<file path="config.mk">
export PLATFORM = sky130hd
export DESIGN_NAME = fetch_stage
export DESIGN_NICKNAME = d
export VERILOG_FILES = /design/src/rtl/cpu_pkg.sv /design/src/rtl/fetch_pc_reg.sv /design/src/rtl/fetch_stage.sv
export SDC_FILE = /design/constraint.sdc
export NUM_CORES = 1
export LEC_CHECK = 0
export BUFFER_PORTS_ARGS = -buffer_cell sky130_fd_sc_hd__buf_2
export CORE_MARGIN = 2
export CORE_UTILIZATION = 45
export CTS_CLUSTER_DIAMETER = 150
export CTS_CLUSTER_SIZE = 14
export DETAILED_ROUTE_END_ITERATION = 6
export HOLD_SLACK_MARGIN = 0.1
export PLACE_DENSITY_LB_ADDON = 0.25
export SETUP_SLACK_MARGIN = 0.15
export SLEW_MARGIN = 20
export SYNTH_ARGS = -nofsm -noshare
export SYNTH_HDL_FRONTEND = slang
export SYNTH_SLANG_ARGS = --single-unit
</file>
<file path="constraint.sdc">
create_clock -name clk -period 2.5 [get_ports clk]
set_clock_uncertainty 0.2 [all_clocks]
set_input_delay 0.625 -clock clk [delete_from_list [all_inputs] [get_ports clk]]
set_output_delay 0.625 -clock clk [all_outputs]
set_load 0.1 [all_outputs]
</file>
<file path="src/rtl/cpu_pkg.sv">
// Shared definitions for the 16-bit pipelined CPU: instruction encodings and fetch FSM states.
package cpu_pkg;

  localparam logic [15:0] NOP_INSTR  = 16'h0000;
  localparam logic [3:0]  HLT_OPCODE = 4'hF;

  localparam int unsigned OPCODE_MSB = 15;
  localparam int unsigned OPCODE_LSB = 12;

  typedef enum logic {
    RUN  = 1'b0,
    HALT = 1'b1
  } fetch_state_e;

  function automatic logic is_hlt(input logic [15:0] instr);
    return instr[OPCODE_MSB:OPCODE_LSB] == HLT_OPCODE;
  endfunction

endpackage

</file>
<file path="src/rtl/fetch_pc_reg.sv">
// Program counter register: reset > redirect > hold > increment (wraps modulo 2^ADDR_W).
module fetch_pc_reg #(
  parameter int unsigned       ADDR_W   = 16,
  parameter logic [ADDR_W-1:0] RESET_PC = '0
) (
  input  logic              clk,
  input  logic              rst,
  input  logic              redirect_valid,
  input  logic [ADDR_W-1:0] redirect_pc,
  input  logic              hold,
  output logic [ADDR_W-1:0] pc
);

  localparam logic [ADDR_W-1:0] PcStep = 1;

  logic [ADDR_W-1:0] pc_q;
  logic [ADDR_W-1:0] pc_d;

  always_comb begin
    pc_d = pc_q;
    if (redirect_valid) begin
      pc_d = redirect_pc;
    end else if (!hold) begin
      pc_d = pc_q + PcStep;
    end
  end

  always_ff @(posedge clk) begin
    if (rst) begin
      pc_q <= RESET_PC;
    end else begin
      pc_q <= pc_d;
    end
  end

  assign pc = pc_q;

endmodule

</file>
<file path="src/rtl/fetch_stage.sv">
// Instruction fetch stage with IF/ID register, redirect flush and HLT freeze.
// Optional performance counters are built when FETCH_PERF_CNT_EN is defined.
module fetch_stage
  import cpu_pkg::*;
#(
  parameter int unsigned       ADDR_W   = 16,
  parameter int unsigned       INSTR_W  = 16,
  parameter logic [ADDR_W-1:0] RESET_PC = '0
) (
  input  logic               clk,
  input  logic               rst,
  input  logic               pc_stall,
  input  logic               ifid_stall,
  input  logic               redirect_valid,
  input  logic [ADDR_W-1:0]  redirect_pc,
  output logic [ADDR_W-1:0]  imem_addr,
  input  logic [INSTR_W-1:0] imem_rdata,
  output logic [INSTR_W-1:0] ifid_instr,
  output logic [ADDR_W-1:0]  ifid_pc,
  output logic               ifid_valid,
  output logic               halted
`ifdef FETCH_PERF_CNT_EN
  ,
  output logic [15:0]        stall_cycles,
  output logic [15:0]        fetch_count
`endif
);

  localparam logic [ADDR_W-1:0]  PcStep   = 1;
  localparam logic [INSTR_W-1:0] NopWord  = INSTR_W'(NOP_INSTR);

  fetch_state_e       state_q, state_d;
  logic [INSTR_W-1:0] instr_q, instr_d;
  logic [ADDR_W-1:0]  ifpc_q, ifpc_d;
  logic               valid_q, valid_d;
  logic               pc_hold;
  logic               fetch_load;
  logic [ADDR_W-1:0]  pc;

  fetch_pc_reg #(
    .ADDR_W   (ADDR_W),
    .RESET_PC (RESET_PC)
  ) u_pc_reg (
    .clk            (clk),
    .rst            (rst),
    .redirect_valid (redirect_valid),
    .redirect_pc    (redirect_pc),
    .hold           (pc_hold),
    .pc             (pc)
  );

  assign imem_addr = pc;

  always_comb begin
    state_d    = state_q;
    instr_d    = instr_q;
    ifpc_d     = ifpc_q;
    valid_d    = valid_q;
    pc_hold    = 1'b1;
    fetch_load = 1'b0;
    if (redirect_valid) begin
      // A redirect also cancels a halt: the HLT was fetched on a wrong path.
      state_d = RUN;
      instr_d = NopWord;
      valid_d = 1'b0;
      pc_hold = 1'b0;
    end else if (ifid_stall) begin
      // Holding IF/ID forces the PC to hold too so no fetched word is dropped.
      pc_hold = 1'b1;
    end else if (pc_stall) begin
      instr_d = NopWord;
      valid_d = 1'b0;
    end else begin
      unique case (state_q)
        RUN: begin
          instr_d    = imem_rdata;
          ifpc_d     = pc + PcStep;
          valid_d    = 1'b1;
          fetch_load = 1'b1;
          if (is_hlt(imem_rdata[15:0])) begin
            state_d = HALT;
          end else begin
            pc_hold = 1'b0;
          end
        end
        HALT: begin
          instr_d = NopWord;
          valid_d = 1'b0;
        end
        default: begin
          state_d = RUN;
        end
      endcase
    end
  end

  always_ff @(posedge clk) begin
    if (rst) begin
      state_q <= RUN;
      instr_q <= NopWord;
      ifpc_q  <= '0;
      valid_q <= 1'b0;
    end else begin
      state_q <= state_d;
      instr_q <= instr_d;
      ifpc_q  <= ifpc_d;
      valid_q <= valid_d;
    end
  end

  assign ifid_instr = instr_q;
  assign ifid_pc    = ifpc_q;
  assign ifid_valid = valid_q;
  assign halted     = (state_q == HALT);

`ifdef FETCH_PERF_CNT_EN
  logic [15:0] stall_cnt_q;
  logic [15:0] fetch_cnt_q;

  always_ff @(posedge clk) begin
    if (rst) begin
      stall_cnt_q <= '0;
      fetch_cnt_q <= '0;
    end else begin
      if ((pc_stall || ifid_stall) && (stall_cnt_q != 16'hFFFF)) begin
        stall_cnt_q <= stall_cnt_q + 16'd1;
      end
      if (fetch_load && !redirect_valid && (fetch_cnt_q != 16'hFFFF)) begin
        fetch_cnt_q <= fetch_cnt_q + 16'd1;
      end
    end
  end

  assign stall_cycles = stall_cnt_q;
  assign fetch_count  = fetch_cnt_q;
`endif

endmodule

</file>
# --- Word level (Yosys, flattened, before mapping) ---
# Index checks and enable logic that the tools add are counted.
totals:
  input_bits: 37
  regBits: 50
  word_cells: 26
classes:
  n_mux: 11
  addsub: 1
  bitwise_logic: 4
  n_eq_ne: 2
  reduce_logical: 3
ops:
  columns: ["operator", "n"]
  rows:
  - ["16-bit two-way mux", 3]
  - ["16-bit case mux with 2 select lines", 1]
  - ["16-bit by 1-bit adder with 16-bit output, second input constant", 1]
  - ["1-bit two-way mux", 6]
  - ["4-bit equality test, second input constant", 1]
  - ["1-bit inverter", 4]
  - ["4-bit AND reduction", 1]
  - ["2-bit inequality test, second input constant", 1]
  - ["1-bit case mux with 2 select lines", 1]
  - ["2-bit AND reduction", 1]
  - ["2-bit OR reduction", 1]

# --- Longest topological paths before layout ---
depth:
  depth_word: 8
  mapped_depth: 5
  mapped_depth_nobuf: 5

# --- Hierarchy ---
# From an unflattened synthesis, not the netlist that was laid out.
hier_totals:
  hier_cells: 274
  area_unflattened_um2: 2472.4
modules_own_cells:
  columns: ["mod", "n_inst", "cells_each", "area_per_inst_um2", "seq_area_each_um2"]
  rows:
  - ["fetch_stage", 1, 158, 1478.9, 680.7]
  - ["fetch_pc_reg", 1, 116, 993.5, 320.3]

# --- Worst setup path after synthesis ---
# No wires, ideal clock.
synth_timing:
  kind: "register to register"
  from: "reg u_pc_reg.pc_q[0], in the netlist u_pc_reg.pc[0]"
  to: "reg u_pc_reg.pc_q[14], in the netlist u_pc_reg.pc[14]"
  slack_ns: -0.101
  period_less_slack_ns: 2.601
  stages_incl_launch_ff: 6
  arrival_time_ns: 2.271
  path_cell_list: "dfxtp_1 -> ha_1 -> and4_1 -> nand4_1 -> o311ai_0 -> a31oi_1"
synth_between:
  elab_chain_cells: 3
synth_lines:
  columns: ["item", "line_no", "source"]
  rows:
  - ["start, declared", "fetch_pc_reg.sv:16", "logic [ADDR_W-1:0] pc_q;"]
  - ["start signal, assigned", "fetch_pc_reg.sv:32", "pc_q <= pc_d;"]
  - ["16-bit by 1-bit adder with 16-bit output", "fetch_pc_reg.sv:24", "pc_d = pc_q + PcStep;"]
  - ["16-bit two-way mux", "fetch_pc_reg.sv:23", "end else if (!hold) begin"]
  - ["16-bit two-way mux", "fetch_pc_reg.sv:21", "if (redirect_valid) begin"]
# No other way between the ends. The select of a mux whose other input is x is not followed.
# A chain may end at the register's enable or synchronous reset.

# --- Worst setup path in the final report ---
layout_timing:
  from: "reg u_pc_reg.pc_q[9], in the netlist u_pc_reg.pc[9]"
  to: "out imem_addr[9]"
layout_rtl:
  columns: ["item", "line_no", "source"]
  rows:
  - ["end, declared", "fetch_stage.sv:16", "output logic [ADDR_W-1:0] imem_addr,"]
# No word-level cell between the ends.

==> out/results.tsv <==
metric	value	unit
synth.top_cells.by_count	sky130_fd_sc_hd__dfxtp_1, sky130_fd_sc_hd__nor2_1, sky130_fd_sc_hd__a211oi_1, sky130_fd_sc_hd__a22oi_1, sky130_fd_sc_hd__nand2_1	
timing.final.hold_violations	0	
place_worst_setup_slack	0.232	ns
synthMostInstantiatedCell	sky130_fd_sc_hd__dfxtp_1	
synthDominantCellAreaShare	0.442	
worst_slack	0.424	ns
drc	0	
status	complete, no violations	
start_kind	flop	
instances_no_fill	400	
place.gp.congestion	0.817	
critPathTopFamily	buffers and inverters	
fin_crit_sh	0.830	
tightest_slew	0.498	ns
reg2regPathDepth	5	
critical_path.max_stage_delay	0.48	ns
maxCapViolCount	0	
synthFlopType	sky130_fd_sc_hd__dfxtp_1	
maxClockFrequency	482	MHz
synth_largest_area_cell	sky130_fd_sc_hd__dfxtp_1	
largest_net_degree_at_the_start_of_global_routing	30	
setup_viol	0	
synthesis_stage_register_bit_count	50	
finalNetCount	370	
cts_tree	built	
fp.dieH	74.9	um
postCtsResizedCells	0	
timing.hold.worst_path_depth	2	
antenna_found_initial	0	
via_count	2172	
clk_path_buf_depth	2	
syn_nets	292	
half_perimeter_wire_length_of_the_detailed_placement_result	4150	um
h-tree-depth	2	
hold_path.class	flop to flop	
clock_latency_reported_for_the_late_side_of_the_worst_skew_pair	0.30	ns
grt_first_pass_wirelength	9320	um
flow.area_growth_from_synthesis	25.5	%
place_inst	392	
synth.distinct_cells	40	
cp_data_arrival_time	1.25	ns
path_cells	buf_2	
clkTransAtPathRegs	0.09	ns
post_synth_instance_area	2260	um^2
layout-drive-gt1-share	0.348	
core_footprint	4790	um^2
worstSetupPathDepth	1	
power_per_cell_area	665	nW/um^2
timing.setup.tns	0	ns
antenna_violating_nets_remaining	0	
worst_path_max_delay_cell	sky130_fd_sc_hd__buf_2	
grt_overflow_total	0	
cp-end-kind	output pin	
postCtsSetupRepairBufs	0	
avgSynthCellArea	8.91	um^2
synthCells	254	
synth.top_cells.by_area	sky130_fd_sc_hd__dfxtp_1, sky130_fd_sc_hd__nor2_1, sky130_fd_sc_hd__a211oi_1	
place.port_buffers	86	
firstDrtPassIters	5	
irDropWorstVdd	348	uV
critical_path_required	1.67	ns
static-leakage-power	1.17	nW
clockRootBuffer	sky130_fd_sc_hd__clkbuf_8	
initial_core_util	0.473	
synth_warnings	0	
max_slew_margin	0.670	
grt_usage	0.215	
drt_iter0_markers	143	
synth-edff-count	0	
worstPathBufferInverterCount	1	
die_area	5610	um^2
finish.utilization	0.593	
overall_power	0.00189	W
grt_setup_unrepaired	false	
floorplan.die.width	74.9	um
slew_violations	0	
num_rows	25	
wl_per_cell	14.4	um
insertedDiodeCount	0	
largest_fanout_on_the_critical_path	8	
clock_sinks	50	
synth_sequential_area_ratio	0.442	
route.detailed.vias_per_inst	5.43	
timing.setup.critical_path_class	flop to output pin	
postRouteWirelength	5780	um
design.portCount	87	
finalCriticalPeriod	2.08	ns
via_count_of_the_first_global_routing_pass	1997	
number_of_buffers_added_to_fix_hold_violations_after_cts	0	
numCtsBuffers	5	
postSynth.asyncResetShare	0	
final timing paths:
kind                                         to      startpoint  slack, ns
worst min register to register       ifid_valid      ifid_valid       0.28
worst min-delay path                 ifid_valid      ifid_valid       0.28
worst max-delay path               imem_addr[9]  u_pc_reg.pc[9]       0.42
worst max register to register  u_pc_reg.pc[14]  u_pc_reg.pc[0]       0.46
cell type report:
| cell class | instances | area, um^2 |
|---|---|---|
| Clock buffer | 6 | 72.6 |
| Clock inverter | 2 | 37.5 |
| Fill cell | 468 | 1950 |
| Inverter | 1 | 3.75 |
| Multi-Input combinational cell | 182 | 1150 |
| Sequential cell | 50 | 1010 |
| Tap cell | 67 | 83.8 |
| Timing Repair Buffer | 92 | 475 |
per-layer routing:
layer / up-vias / routed length, um / track usage
met2: 78 / 2680 / 0.346
met3: 8 / 434 / 0.0576
met1: 998 / 2580 / 0.282
met4: 0 / 79 / 0.0655
li1: 1088 / - / -
met5: - / 0 / 0
power breakdown:
part / internal, W / switching [W] / leakage (nW) / total, W
logic: 0.0000966 / 0.000358 / 0.710 / 0.000455
clock network: 0.000299 / 0.000263 / 0.0514 / 0.000561
registers: 0.000833 / 0.0000396 / 0.412 / 0.000873
total: 0.00123 / 0.000660 / 1.17 / 0.00189
cells by family after synthesis:
family,count (synthesis),synth area share
xor+xnor,17,0.0658
mux,1,0.00442
simple gates,103,0.241
buf+inv,22,0.0503
flops,50,0.442
fa+ha+maj,1,0.00553
compound gates,60,0.191
through the flow:
| stage | hold WS [ns] | cell area [um^2] |
|---|---|---|
| 2_1_floorplan | 0.524 | 2270 |
| 3_3_place_gp | 0.266 | 2730 |
| 3_5_place_dp | 0.266 | 2730 |
| 4_1_cts | 0.280 | 2840 |
| 5_1_grt | 0.313 | 2840 |
| 6_report | 0.278 | 2840 |
layout by cell type, fill, tap and decap left out, types with 5 or more instances in the layout:
cell type                  count
sky130_fd_sc_hd__a22oi_1      16
sky130_fd_sc_hd__o22ai_1       5
sky130_fd_sc_hd__and2_1        5
sky130_fd_sc_hd__nor2_1       40
sky130_fd_sc_hd__clkbuf_8      5
sky130_fd_sc_hd__or3_1         6
sky130_fd_sc_hd__a211oi_1     16
sky130_fd_sc_hd__and4_1        6
sky130_fd_sc_hd__nand2_1      14
sky130_fd_sc_hd__nand4_1       5
sky130_fd_sc_hd__nand3_1       9
sky130_fd_sc_hd__dfxtp_2       9
sky130_fd_sc_hd__buf_2        86
sky130_fd_sc_hd__buf_4         6
sky130_fd_sc_hd__xnor2_1       7
sky130_fd_sc_hd__nor3_1        5
sky130_fd_sc_hd__dfxtp_1      41
sky130_fd_sc_hd__a31oi_1      10
sky130_fd_sc_hd__xor2_1       10
worst register-to-register path: cells and delay by family (launching register included):
kind | cells | cell delay (ns)
and+or+nand+nor | 2 | 0.53
adders and majority gates | 1 | 0.29
AOI/OAI and AO/OA | 2 | 0.49
DFF | 1 | 0.41
sequential cells by signal, summed over array words and instances, names as in the netlist:
signal and count:
ifid_valid 1, halted 1, ifid_instr 16, u_pc_reg.pc 16, ifid_pc 16
Power figures use the tool's default switching activity.
